==> config.mk <==
export PLATFORM = sky130hd
export DESIGN_NAME = uart_report_gen_flat
export DESIGN_NICKNAME = d
export VERILOG_FILES = /design/src/rtl/uart_report_pkg.sv /design/src/rtl/uart_report_gen_if.sv /design/src/rtl/bin2dec3.sv /design/src/rtl/uart_report_gen.sv /design/src/flat_wrapper.sv
export SDC_FILE = /design/constraint.sdc
export NUM_CORES = 1
export LEC_CHECK = 0
export ABC_CLOCK_PERIOD_IN_PS = 11650
export CORE_MARGIN = 2
export CORE_UTILIZATION = 53
export CTS_BUF_LIST = sky130_fd_sc_hd__clkbuf_2
export CTS_CLUSTER_SIZE = 25
export DETAILED_ROUTE_END_ITERATION = 6
export HOLD_SLACK_MARGIN = 0.15
export PLACE_DENSITY = 0.82
export SLEW_MARGIN = 20
export SYNTH_ARGS = -nofsm -noshare
export SYNTH_HDL_FRONTEND = slang
export SYNTH_HIERARCHICAL = 1
export SYNTH_SLANG_ARGS = --single-unit
==> constraint.sdc <==
create_clock -name clk -period 11.65 [get_ports clk]
set_clock_uncertainty 0.1 [all_clocks]
set_input_delay 2.33 -clock clk [delete_from_list [all_inputs] [get_ports clk]]
set_output_delay 2.33 -clock clk [all_outputs]
set_load 0.01 [all_outputs]
==> src/rtl/uart_report_pkg.sv <==
// Shared definitions for the UART report generator: select codes, ASCII constants, message lengths.
// Build option: define REPORT_CRLF_EN to end each report with CR LF instead of a bare LF.
package uart_report_pkg;

    typedef enum logic [1:0] {
        SEL_TIME = 2'd0,
        SEL_DIST = 2'd1,
        SEL_DHT  = 2'd2,
        SEL_RSVD = 2'd3
    } sel_e;

    typedef struct packed {
        logic [7:0] hour;
        logic [7:0] min;
        logic [7:0] sec;
        logic [7:0] distance;
        logic [7:0] hum_int;
        logic [7:0] hum_dec;
        logic [7:0] tmp_int;
        logic [7:0] tmp_dec;
    } report_vals_t;

    localparam logic [7:0] ASCII_COLON = 8'h3A;
    localparam logic [7:0] ASCII_EQ    = 8'h3D;
    localparam logic [7:0] ASCII_DOT   = 8'h2E;
    localparam logic [7:0] ASCII_SP    = 8'h20;
    localparam logic [7:0] ASCII_D     = 8'h44;
    localparam logic [7:0] ASCII_H     = 8'h48;
    localparam logic [7:0] ASCII_T     = 8'h54;
    localparam logic [7:0] ASCII_CR    = 8'h0D;
    localparam logic [7:0] ASCII_LF    = 8'h0A;
    localparam logic [7:0] ASCII_0     = 8'h30;

    // Payload lengths exclude the end-of-line bytes
    localparam int unsigned PAY_TIME = 8;
    localparam int unsigned PAY_DIST = 5;
    localparam int unsigned PAY_DHT  = 13;

    localparam int unsigned LEN_TIME_CRLF = 10;
    localparam int unsigned LEN_DIST_CRLF = 7;
    localparam int unsigned LEN_DHT_CRLF  = 15;
    localparam int unsigned LEN_TIME_LF   = 9;
    localparam int unsigned LEN_DIST_LF   = 6;
    localparam int unsigned LEN_DHT_LF    = 14;

`ifdef REPORT_CRLF_EN
    localparam bit CRLF_EN = 1'b1;
`else
    localparam bit CRLF_EN = 1'b0;
`endif

    function automatic int unsigned pay_len(input sel_e sel);
        case (sel)
            SEL_TIME: return PAY_TIME;
            SEL_DIST: return PAY_DIST;
            SEL_DHT:  return PAY_DHT;
            default:  return 0;
        endcase
    endfunction

    function automatic int unsigned msg_len(input sel_e sel, input bit crlf);
        case (sel)
            SEL_TIME: return crlf ? LEN_TIME_CRLF : LEN_TIME_LF;
            SEL_DIST: return crlf ? LEN_DIST_CRLF : LEN_DIST_LF;
            SEL_DHT:  return crlf ? LEN_DHT_CRLF  : LEN_DHT_LF;
            default:  return 1;
        endcase
    endfunction

endpackage

==> src/rtl/uart_report_gen_if.sv <==
// Request/value inputs and TX FIFO write side of the report generator.
interface uart_report_gen_if;
    import uart_report_pkg::*;

    logic         start;
    sel_e         sel;
    report_vals_t vals;
    logic         tx_full;
    logic [7:0]   tx_data;
    logic         tx_we;
    logic         busy;
    logic         done;

    modport master (
        output start, sel, vals, tx_full,
        input  tx_data, tx_we, busy, done
    );

    modport slave (
        input  start, sel, vals, tx_full,
        output tx_data, tx_we, busy, done
    );
endinterface

==> src/rtl/bin2dec3.sv <==
// Combinational 8-bit binary to three decimal digits.
module bin2dec3 (
    input  logic [7:0] bin,
    output logic [3:0] hundreds,
    output logic [3:0] tens,
    output logic [3:0] ones
);
    assign hundreds = 4'(bin / 8'd100);
    assign tens     = 4'((bin / 8'd10) % 8'd10);
    assign ones     = 4'(bin % 8'd10);
endmodule

==> src/rtl/uart_report_gen.sv <==
// Formats a time, distance or humidity/temperature snapshot as an ASCII line into a TX FIFO.
// End-of-line is CR LF when REPORT_CRLF_EN is defined, LF otherwise.
module uart_report_gen
    import uart_report_pkg::*;
#(
    parameter int unsigned MSG_MAX = 15
) (
    input logic              clk,
    input logic              rst,
    uart_report_gen_if.slave bus
);
    localparam int unsigned IDX_W = $clog2(MSG_MAX + 1);

    typedef enum logic [1:0] {IDLE, SEND, DONE} state_e;

    state_e             state, state_n;
    logic [IDX_W-1:0]   idx, idx_n;
    sel_e               snap_sel;
    report_vals_t       snap;
    logic               load;
    logic               we;
    logic               last;
    logic [7:0]         pos;
    logic [7:0]         pay;
    logic [7:0]         fval;
    logic [3:0]         d_h, d_t, d_o;
    logic [7:0]         cur;

    assign last = (idx == IDX_W'(msg_len(snap_sel, CRLF_EN) - 1));
    assign pos  = 8'(idx);
    assign pay  = 8'(pay_len(snap_sel));

    always_ff @(posedge clk or posedge rst) begin
        if (rst) begin
            state    <= IDLE;
            idx      <= '0;
            snap_sel <= SEL_TIME;
            snap     <= '0;
        end else begin
            state <= state_n;
            idx   <= idx_n;
            if (load) begin
                snap_sel <= bus.sel;
                snap     <= bus.vals;
            end
        end
    end

    // Index advances only on an actual FIFO write, so a full FIFO simply replays the same byte
    always_comb begin
        state_n = state;
        idx_n   = idx;
        load    = 1'b0;
        we      = 1'b0;
        case (state)
            IDLE: begin
                if (bus.start && bus.sel != SEL_RSVD) begin
                    state_n = SEND;
                    idx_n   = '0;
                    load    = 1'b1;
                end
            end
            SEND: begin
                if (!bus.tx_full) begin
                    we = 1'b1;
                    if (last) begin
                        state_n = DONE;
                        idx_n   = '0;
                    end else begin
                        idx_n = idx + IDX_W'(1);
                    end
                end
            end
            DONE:    state_n = IDLE;
            default: state_n = IDLE;
        endcase
    end

    // Pick the field whose digits the current byte position needs
    always_comb begin
        fval = 8'h00;
        case (snap_sel)
            SEL_TIME: begin
                case (pos)
                    8'd0, 8'd1: fval = snap.hour;
                    8'd3, 8'd4: fval = snap.min;
                    8'd6, 8'd7: fval = snap.sec;
                    default: ;
                endcase
            end
            SEL_DIST: fval = snap.distance;
            SEL_DHT: begin
                case (pos)
                    8'd2, 8'd3:  fval = snap.hum_int;
                    8'd5:        fval = snap.hum_dec;
                    8'd9, 8'd10: fval = snap.tmp_int;
                    8'd12:       fval = snap.tmp_dec;
                    default: ;
                endcase
            end
            default: ;
        endcase
    end

    bin2dec3 u_bin2dec3 (
        .bin      (fval),
        .hundreds (d_h),
        .tens     (d_t),
        .ones     (d_o)
    );

    function automatic logic [7:0] asc(input logic [3:0] d);
        return ASCII_0 + {4'h0, d};
    endfunction

    always_comb begin
        cur = ASCII_LF;
        if (pos >= pay) begin
            if (CRLF_EN && pos == pay) cur = ASCII_CR;
        end else begin
            case (snap_sel)
                SEL_TIME: begin
                    case (pos)
                        8'd0, 8'd3, 8'd6: cur = asc(d_t);
                        8'd1, 8'd4, 8'd7: cur = asc(d_o);
                        default:          cur = ASCII_COLON;
                    endcase
                end
                SEL_DIST: begin
                    case (pos)
                        8'd0:    cur = ASCII_D;
                        8'd1:    cur = ASCII_EQ;
                        8'd2:    cur = asc(d_h);
                        8'd3:    cur = asc(d_t);
                        default: cur = asc(d_o);
                    endcase
                end
                SEL_DHT: begin
                    case (pos)
                        8'd0:        cur = ASCII_H;
                        8'd1, 8'd8:  cur = ASCII_EQ;
                        8'd2, 8'd9:  cur = asc(d_t);
                        8'd4, 8'd11: cur = ASCII_DOT;
                        8'd6:        cur = ASCII_SP;
                        8'd7:        cur = ASCII_T;
                        default:     cur = asc(d_o);
                    endcase
                end
                default: ;
            endcase
        end
    end

    assign bus.tx_we   = we;
    assign bus.tx_data = (state == SEND) ? cur : 8'h00;
    assign bus.busy    = (state != IDLE);
    assign bus.done    = (state == DONE);

endmodule

==> src/flat_wrapper.sv <==
// flat-port wrapper written by rule: the top's interface ports become plain ports
module uart_report_gen_flat import uart_report_pkg::*;
#(
    parameter int unsigned MSG_MAX = 15
)
  (clk, rst, bus_start, bus_sel, bus_vals, bus_tx_full, bus_tx_data, bus_tx_we, bus_busy, bus_done);
  uart_report_gen_if bus_i ();
  input logic clk;
  input logic rst;
  input wire logic [$bits(bus_i.start)-1:0] bus_start;
  input wire logic [$bits(bus_i.sel)-1:0] bus_sel;
  input wire logic [$bits(bus_i.vals)-1:0] bus_vals;
  input wire logic [$bits(bus_i.tx_full)-1:0] bus_tx_full;
  output wire logic [$bits(bus_i.tx_data)-1:0] bus_tx_data;
  output wire logic [$bits(bus_i.tx_we)-1:0] bus_tx_we;
  output wire logic [$bits(bus_i.busy)-1:0] bus_busy;
  output wire logic [$bits(bus_i.done)-1:0] bus_done;
  assign bus_i.start = bus_start;
  assign bus_i.sel = bus_sel;
  assign bus_i.vals = bus_vals;
  assign bus_i.tx_full = bus_tx_full;
  assign bus_tx_data = bus_i.tx_data;
  assign bus_tx_we = bus_i.tx_we;
  assign bus_busy = bus_i.busy;
  assign bus_done = bus_i.done;
  uart_report_gen #(.MSG_MAX(MSG_MAX)) u_core (.clk(clk), .rst(rst), .bus(bus_i));
endmodule
======== Word-level counts from Yosys, hierarchy flattened ========
Cells that the tools add are included.
cells by class
  muxes and demuxes ....................... 23
  $lt $le $gt $ge ......................... 1
  bitwise logic cells ..................... 0
  shifts and indexed selects .............. 0
  $mul .................................... 0
  add/subtract/negate cells ............... 5
  eq/ne operators ......................... 21
  div/mod/pow operators ................... 4
  reduce and logical (&&, ||, !) cells .... 18
operator list
  cell                                                   count
  one-hot mux 8 bit (3 select lines)                     3
  one-hot mux 8 bit (4 select lines)                     2
  one-hot mux 8 bit (6 select lines)                     1
  one-hot mux 4 bit (3 select lines)                     2
  adder 6 x 4 -> 7 bit (first input constant)            3
  equality test 4 bit (second input constant)            5
  equality test 4 x 3 -> 1 bit (second input constant)   4
  remainder unit 8 x 4 -> 8 bit (second input constant)  2
  two-way mux 8 bit                                      2
  one-hot mux 8 bit (2 select lines)                     1
  OR reduction 2 bit                                     8
  two-way mux 4 bit                                      3
  divider 8 x 4 -> 8 bit (second input constant)         1
  divider 8 x 7 -> 8 bit (second input constant)         1
  equality test 4 x 2 -> 1 bit (second input constant)   2
  logical NOT 8 bit                                      1
  one-hot mux 4 bit (2 select lines)                     1
  two-way mux 2 bit                                      3
  AND reduction 3 bit                                    2
  OR reduction 3 bit                                     2
  adder 4 x 1 -> 4 bit (second input constant)           1
  equality test 2 x 1 -> 1 bit (second input constant)   2
  equality test 2 bit (second input constant)            2
  equality test 4 x 1 -> 1 bit (second input constant)   1
  other kinds (10)                                       17
storage, ports and cells
  bits in read-only memories .............. 0
  memories kept ........................... 0
  latch bits .............................. 0
  bits in writable memories ............... 0
  input bits .............................. 70
  logic and storage cells ................. 83
  bits in registers ....................... 72

======== Logic depth before layout (Yosys ltp) ========
Gate-level depths: netlist of the first run.
  depth in word-level cells ............... 11
  gate-level depth with buffers ........... 29

======== Hierarchy ========
The synthesis of the first run kept the hierarchy.
modules (own cells, without submodules)
  module           times used  cells an instance  sequential area each (sq um)  area an instance (sq um)
  uart_report_gen  1           516                1801.7                        4105.2
  bin2dec3         1           146                0.0                           984.7

======== Least setup slack after synthesis of the first run ========
Ideal clock, no wire load.
  path kind ............................... register -> output
  start point ............................. reg u_core.idx[0]
  end point ............................... out bus_tx_data[3]
  path buffers ............................ 3
  cell stages (with the launch flop) ...... 26
  arrival time ............................ 5478 ps
  data required time ...................... 9220 ps
  setup slack ............................. 3742 ps
  cell sequence ........................... dfrtp_1 inv_1 ha_1 buf_2 nor2_1 nor3_2 a222oi_1 o22a_1 a21oi_1 buf_4 clkbuf_1 o21ai_0 a21boi_0 ha_1 o221ai_1 a21oi_1 nand2_1 a31o_2 ha_1 o21bai_1 mux2_1 a22o_2 or4_1 o211a_1 a311oi_2 a31oi_1
on the way
  longest elaborated chain between the ends .. 11
RTL lines
  what                                                                                      RTL line                                      text
  start: declaration                                                                        uart_report_gen.sv:17                         logic [IDX_W-1:0] idx, idx_n;
  start signal: assignment                                                                  uart_report_gen.sv:41                         idx <= idx_n;
  equality test 4 bit, or another cell as far along                                         uart_report_gen.sv:93                         case (pos)
  OR reduction 2 bit (on tied branches)                                                     uart_report_gen.sv:93, uart_report_gen.sv:84
  one-hot mux 8 bit (4 select lines) or one-hot mux 8 bit (3 select lines) (tied branches)  uart_report_gen.sv:93, uart_report_gen.sv:84
  one-hot mux 8 bit (3 select lines) *                                                      uart_report_gen.sv:82                         case (snap_sel)
  net u_core.fval[7]                                                                        uart_report_gen.sv:25                         logic [7:0] fval;
  divider 8 x 4 -> 8 bit *                                                                  bin2dec3.sv:9                                 assign tens = 4'((bin / 8'd10) % 8'd10);
  remainder unit 8 x 4 -> 8 bit *                                                           bin2dec3.sv:9
  net u_core.d_t[3]                                                                         uart_report_gen.sv:26                         logic [3:0] d_h, d_t, d_o;
  adder 6 x 4 -> 7 bit *                                                                    uart_report_gen.sv:113                        return ASCII_0 + {4'h0, d};
  one-hot mux 8 bit (6 select lines), or another cell as far along                          uart_report_gen.sv:139                        case (pos)
  one-hot mux 8 bit (3 select lines) *                                                      uart_report_gen.sv:121                        case (snap_sel)
  two-way mux 8 bit *                                                                       uart_report_gen.sv:118                        if (pos >= pay) begin
  two-way mux 8 bit *                                                                       uart_report_gen.sv:155                        assign bus.tx_data = (state == SEND) ? cur : 8'h00;
  end: declaration                                                                          flat_wrapper.sv:14                            output wire logic [$bits(bus_i.tx_data)-1:0] bus_tx_data;
The timed path passes the listed nets; every way through them passes the cells marked *.

======== Worst setup path after layout of the first run ========
Same ends and word-level chain as after synthesis.

==> impl_metrics.json, run 1 <==
{
  "path_max_fanout": 21,
  "tritoncts": "yes",
  "p_per_area_mw_per_mm2": 275.2,
  "drtIter0Drc": 426,
  "tightest_slew_ns": 0.9557,
  "arrival_ns": 7.71,
  "synth_edf_count": 0,
  "hold_buffers": 0,
  "nNetsFinal": 796,
  "rsz0062_at_grt": "false",
  "cts_made_buffers": 9,
  "yosys-top-cells-area": "dfrtp_1, nand2_1, a222oi_1, ha_1, a21oi_1",
  "viasPerCell": 5.929,
  "ys_ff_latch": 72,
  "leakagePower_nw": 2.638,
  "drive_above_1_share": 0.07392,
  "clock_sinks": 72,
  "firstDrtPassIters": 7,
  "root_buffer": "clkbuf_2",
  "max_cap_viol_count": 0,
  "hold_path_class": "reg -> reg",
  "fmax_mhz": 98.60,
  "period_share": 0.8705,
  "h-tree-depth": 3,
  "coreArea_sq_mm": 0.009284,
  "max_stage_delay_ns": 0.68,
  "grt_max_degree": 73,
  "fin_tns_setup_ns": 0,
  "synth_area_sq_mm": 0.005090,
  "rows": 35,
  "synthCells": 662,
  "path_clk_slew_ns": 0.24,
  "yosysWarnings": 6,
  "dp_hpwl_microns": 10390,
  "finalHoldViolCount": 0,
  "crit_slowest_cell": "ha_1",
  "grt_remaining_overflow": 0,
  "yosys.area.top_type": "dfrtp_1",
  "track_usage": 0.2867,
  "synth_top_area_share": 0.3540,
  "grt_pass1_wl_microns": 23650,
  "io_pins": 81,
  "antenna_left": 0,
  "die_h_microns": 102.0,
  "dr_total_vias": 5016,
  "fillCellCount": 850,
  "violations": "design-rule violations",
  "setup_violations": 0,
  "cts-resized-gates": 0,
  "synthArstFlopShare": 1.000,
  "endpoint_kind": "output port",
  "required_ns": 9.22,
  "worst_slew_margin_rel": 0.3619,
  "antenna_found_initial": 0,
  "finalMaxSlewViolations": 0,
  "critical_path.cell_chain": "inv_1, ha_1, nor2_1, nor2_1, a222oi_1, o22a_1, a21oi_1, and2b_1, nor2_2, a221oi_1, ha_1, o221ai_1, a21oi_1, nand2_1, a31o_2, ha_1, o21bai_1, mux2_1, a22o_2, or4_1, o211a_1, a311oi_2, a31oi_1, clkdlybuf4s50_1",
  "die_x_microns": 102.0,
  "routedWlPerCell_microns": 16.80,
  "yosys.cell_types.count": 77,
  "critPathLaunchType": "flip-flop",
  "critical_path_class": "reg -> out",
  "utilization": 0.6387,
  "synth-main-ff-cell": "dfrtp_1",
  "io_buffers": 79,
  "clk_path_buf_depth": 2,
  "vdd_drop_max_v": 0.0001040,
  "area_growth_pct": 16.49,
  "floorplan.initialDensity": 0.5482,
  "syn_area_per_cell_sq_um": 7.689,
  "grt_pass1_vias": 4753,
  "n_antenna_cell": 0,
  "outcome": "complete, but fails checks",
  "seq_area_frac_synth": 0.3540,
  "path_common_cell": "ha_1",
  "period_minus_slack_ns": 10.14,
  "dieArea_sq_mm": 0.01040,
  "drt-total-wl_microns": 14210,
  "place_congestion": 0.9189,
  "cts_post_setup_buffers_inserted": 0,
  "worstSkewPairLatency_ns": 0.54,
  "drc": 4
}
[final timing paths]
| check | start | to | cells past startpoint | slack (ns) |
|---|---|---|---|---|
| hold / removal | u_core/snap[37]$_DFFE_PP0P_ | u_core/snap[37]$_DFFE_PP0P_ | 2 | 0.42 |
| hold reg to reg | u_core/snap[37]$_DFFE_PP0P_ | u_core/snap[37]$_DFFE_PP0P_ | 2 | 0.42 |
| max in group asynchronous | rst | u_core/snap[44]$_DFFE_PP0P_ | 3 | 8.59 |
| setup reg to reg | u_core/state[0]$_DFFE_PP0P_ | u_core/snap[63]$_DFFE_PP0P_ | 6 | 9.20 |
| setup / recovery | u_core/idx[0]$_DFFE_PP0P_ | bus_tx_data[3] | 24 | 1.51 |
| min in group asynchronous | rst | u_core/snap[19]$_DFFE_PP0P_ | 3 | 2.25 |
[sequential cells by signal (all words and copies together) (netlist names)]
name and count:
u_core/snap_sel 2, u_core/snap 64, u_core/state 2, u_core/idx 4
[through the flow]
stage	setup WS (ns)	hold WS [ns]	power [W]	std cells	instance area, sq um
after global placement	2.546	0.3653	0.001449	830	5823
after detailed placement	2.264	0.3719	0.001480	830	5823
after floorplan	3.742	0.3446	0.001211	663	5094
final	1.508	0.4186	0.001632	846	5929
after CTS	1.578	0.4198	0.001620	846	5929
after global routing	0.9521	0.4437	0.001784	846	5929
[cells in the final DEF, fill, tap and decap left out, types with 4 or more instances in the layout]
master	Yosys	final
a21oi_1	29	29
a222oi_1	18	18
a31oi_1	11	11
buf_4	6	9
clkbuf_2	1	9
clkdlybuf4s50_1	0	79
dfrtp_1	72	72
ha_1	14	14
inv_1	21	19
mux2i_1	4	4
nand2_1	231	231
nand2b_1	5	5
nand3_1	14	13
nor2_1	27	27
nor2b_1	9	9
nor3_1	19	19
o21ai_0	28	28
o21ai_1	4	4
o22a_1	12	12
o22ai_1	6	6
o31ai_1	4	4
[worst max-delay path: cells and delay by family, from the launching register on]
kind | cells | cell delay, ns
AND/OR/NAND/NOR | 6 | 1.59
flip-flops | 1 | 0.50
AO/OA/AOI/OAI | 12 | 2.90
adder cells (fa/ha/maj) | 3 | 1.16
multiplexers | 1 | 0.34
buffers and inverters | 2 | 0.67
[synth_stat cells (3+ instances only)]
cell      number
nand3_1       14
o31ai_1        4
o22ai_1        6
nor4bb_1       3
a31oi_1       11
nand2_1      231
mux2i_1        4
a22o_1         3
mux2_2         3
ha_1          14
and3_1         3
or4_1          3
a222oi_1      18
nor2b_1        9
clkbuf_8       3
nand2b_1       5
inv_1         21
o21ai_1        4
o21bai_1       3
a21o_1         3
buf_4          6
clkbuf_1      19
a211oi_1       3
o22a_1        12
buf_2         13
buf_6          5
nor3_1        19
a21oi_1       29
dfrtp_1       72
nor2_1        27
buf_1          3
o21ai_0       28
a21boi_0       3
o211ai_1       3
[metal layers]
metal	global-route usage	vias up	share of wire
li1	-	2410	-
met1	0.4205	2380	0.45
met2	0.4494	215	0.48
met3	0.03488	11	0.068
met4	0.08205	0	0.010
met5	0	-	0
[area by class of cell]
class / count / area, sq um / area share
multi-input cells: 519 / 2919 / 0.4923
flip-flops and latches: 72 / 1802 / 0.3039
repair buffers: 88 / 858.3 / 0.1448
well taps: 129 / 161.4 / 0.02722
inverters: 22 / 82.58 / 0.01393
clock inverters: 7 / 61.31 / 0.01034
clock buffers: 9 / 45.04 / 0.007597
[logic make-up (layout without fill, tap and decap cells)]
group,count (synthesis),count (layout),synth area share
AOI/OAI and AO/OA,157,157,0.2252
xor gates and xnor gates,2,2,0.003442
adders and majority gates,15,15,0.03663
buffers and inverters,72,126,0.07424
DFF,72,72,0.3540
muxes,8,8,0.01672
other,2,3,0.001475
and+or+nand+nor,334,334,0.2884
[report_power, final]
group | total [W] | switching [W] | internal, W | leakage (nW)
logic | 0.00103 | 0.000629 | 0.000403 | 1.67
clock network | 0.000136 | 0.000104 | 0.0000319 | 0.0610
registers | 0.000463 | 0.000101 | 0.000362 | 0.903
total | 0.00163 | 0.000834 | 0.000797 | 2.64
Note: power is estimated with default switching activity, not from simulation.
==> inputs of run 2 (changes only) <==
--- a/config.mk
+++ b/config.mk
@@ -6,13 +6,12 @@
 export NUM_CORES = 1
 export LEC_CHECK = 0
 export ABC_CLOCK_PERIOD_IN_PS = 11650
-export CORE_MARGIN = 2
-export CORE_UTILIZATION = 53
+export CORE_UTILIZATION = 25
 export CTS_BUF_LIST = sky130_fd_sc_hd__clkbuf_2
 export CTS_CLUSTER_SIZE = 25
 export DETAILED_ROUTE_END_ITERATION = 6
 export HOLD_SLACK_MARGIN = 0.15
-export PLACE_DENSITY = 0.82
+export PLACE_DENSITY = 0.46
 export SLEW_MARGIN = 20
 export SYNTH_ARGS = -nofsm -noshare
 export SYNTH_HDL_FRONTEND = slang
==> run 2 against run 1 <==
Net effect:
- the run now ends clean
- global-route usage decreased by 13 points
- wire length rose by 9.7%
- non-clock buffer count did not move
- hold slack got worse by 0.0096 ns
- largest power group unchanged
==> impl_metrics.json, run 2 (synthesis results as in run 1) <==
{
  "tritoncts": "yes",
  "outcome": "finished, final reports clean",
  "grt_max_degree": 73,
  "largest_reg_flops": 64,
  "die_x_microns": 144.7,
  "drc": 0,
  "fillCellCount": 2161,
  "drive_above_1_share": 0.07113,
  "worst_slew_margin_rel": 0.3223,
  "dieArea_sq_mm": 0.02093,
  "viasPerCell": 4.950,
  "path_clk_slew_ns": 0.23,
  "firstDrtPassIters": 6,
  "drt-total-wl_microns": 15590,
  "cts-resized-gates": 0,
  "path_max_fanout": 21,
  "hold_path_class": "reg -> reg",
  "top_regs": "u_core/snap: 64 flops, u_core/idx: 4 flops",
  "worstSkewPairLatency_ns": 0.54,
  "root_buffer": "clkbuf_2",
  "setup_violations": 0,
  "cts_post_setup_buffers_inserted": 0,
  "grt_pass1_wl_microns": 25470,
  "io_buffers": 79,
  "max_cap_viol_count": 0,
  "antenna_left": 0,
  "routedWlPerCell_microns": 15.86,
  "leakagePower_nw": 2.640,
  "grt_remaining_overflow": 0,
  "dr_total_vias": 4866,
  "p_per_area_mw_per_mm2": 269.5,
  "rows": 51,
  "hold_buffers": 0,
  "floorplan.initialDensity": 0.2581,
  "io_pins": 81,
  "vdd_drop_max_v": 0.00006612,
  "period_share": 0.8811,
  "mostFrequentLayoutCells": "nand2_1, clkdlybuf4s50_1, dfrtp_1",
  "arrival_ns": 7.84,
  "endpoint_kind": "output port",
  "dp_hpwl_microns": 11720,
  "antenna_found_initial": 1,
  "coreArea_sq_mm": 0.01972,
  "nNetsFinal": 796,
  "fin_tns_setup_ns": 0,
  "track_usage": 0.1585,
  "critical_path_class": "reg -> out",
  "final-seq-area_sq_mm": 0.001802,
  "drtIter0Drc": 458,
  "place_congestion": 0.8360,
  "required_ns": 9.22,
  "finalMaxSlewViolations": 0,
  "die_h_microns": 144.7,
  "cts_made_buffers": 9,
  "fmax_mhz": 97.42,
  "tightest_slew_ns": 1.016,
  "grt_pass1_vias": 4724,
  "critPathLaunchType": "flip-flop",
  "hold_slack_ns": 0.4090,
  "clk_path_buf_depth": 2,
  "multi_input_area_sq_mm": 0.002919,
  "area_growth_pct": 20.06,
  "largest_register": "u_core/snap",
  "finalHoldViolCount": 0,
  "h-tree-depth": 3,
  "period_minus_slack_ns": 10.27,
  "clock_sinks": 72,
  "final_common_cell": "nand2_1",
  "rsz0062_at_grt": "false"
}
run 2: cell count changes in the layout (fill, tap and decap cells not counted), sizes merged:
| cell | change |
|---|---|
| inv | -2 |
| bufinv | +1 |
| clkinv | +1 |
| diode | +1 |
run 2: cell type report:
class,instances,share of cell area
diodes,1,0.0004095
repair buffers,88,0.1405
multi-input cells,519,0.4777
clock buffers,9,0.007371
flip-flops and latches,72,0.2948
inverters,22,0.01351
clock inverters,7,0.01147
well taps,265,0.05426
run 2: where the power goes:
part	switching, W	total (W)	internal [W]
combinational	0.000641	0.00104	0.000403
sequential	0.0000989	0.000461	0.000362
clock	0.0000933	0.000142	0.0000490
total	0.000833	0.00165	0.000814
run 2: critical path: stages, from the launching register on:
cell	delay, ns
dfrtp_1	0.49
inv_1	0.17
ha_1	0.67
nor2_1	0.19
nor2_1	0.51
a222oi_1	0.19
o22a_1	0.22
a21oi_1	0.64
and2b_1	0.41
nor2_2	0.10
a221oi_1	0.37
ha_1	0.31
o221ai_1	0.18
a21oi_1	0.16
nand2_1	0.06
a31o_2	0.25
ha_1	0.18
o21bai_1	0.14
mux2_1	0.35
a22o_2	0.27
or4_1	0.40
o211a_1	0.15
a311oi_2	0.20
a31oi_1	0.15
clkdlybuf4s50_1	0.51
run 2: routing by layer:
| metal | track usage | wire length, microns | vias up |
|---|---|---|---|
| li1 | - | - | 2403 |
| met1 | 0.2251 | 7675 | 2325 |
| met2 | 0.2449 | 7069 | 126 |
| met3 | 0.02632 | 644 | 12 |
| met4 | 0.04654 | 199 | 0 |
| met5 | 0 | 0 | - |
run 2: final timing paths:
check,cells after the start,to,from,slack [ns]
worst max-delay path,24,bus_tx_data[3],u_core/idx[0]$_DFFE_PP0P_,1.38
worst min-delay path,2,u_core/snap[6]$_DFFE_PP0P_,u_core/snap[6]$_DFFE_PP0P_,0.41
worst max register to register,6,u_core/snap[55]$_DFFE_PP0P_,u_core/state[0]$_DFFE_PP0P_,9.17
worst min register to register,2,u_core/snap[6]$_DFFE_PP0P_,u_core/snap[6]$_DFFE_PP0P_,0.41
max in group asynchronous,3,u_core/snap[1]$_DFFE_PP0P_,rst,8.56
min in group asynchronous,3,u_core/snap[39]$_DFFE_PP0P_,rst,2.26
run 2: per-stage QoR:
| stage | cell area [sq um] | util | instances | worst slack (ns) | power, W |
|---|---|---|---|---|---|
| global route | 6111 | 0.3099 | 983 | 0.8179 | 0.001811 |
| finish | 6111 | 0.3099 | 983 | 1.385 | 0.001647 |
| floorplan | 5094 | - | 663 | 3.742 | 0.001211 |
| detailed placement | 5993 | 0.3040 | 966 | 2.119 | 0.001502 |
| CTS | 6108 | 0.3098 | 982 | 1.431 | 0.001652 |
| global placement | 5993 | 0.3040 | 966 | 2.350 | 0.001501 |
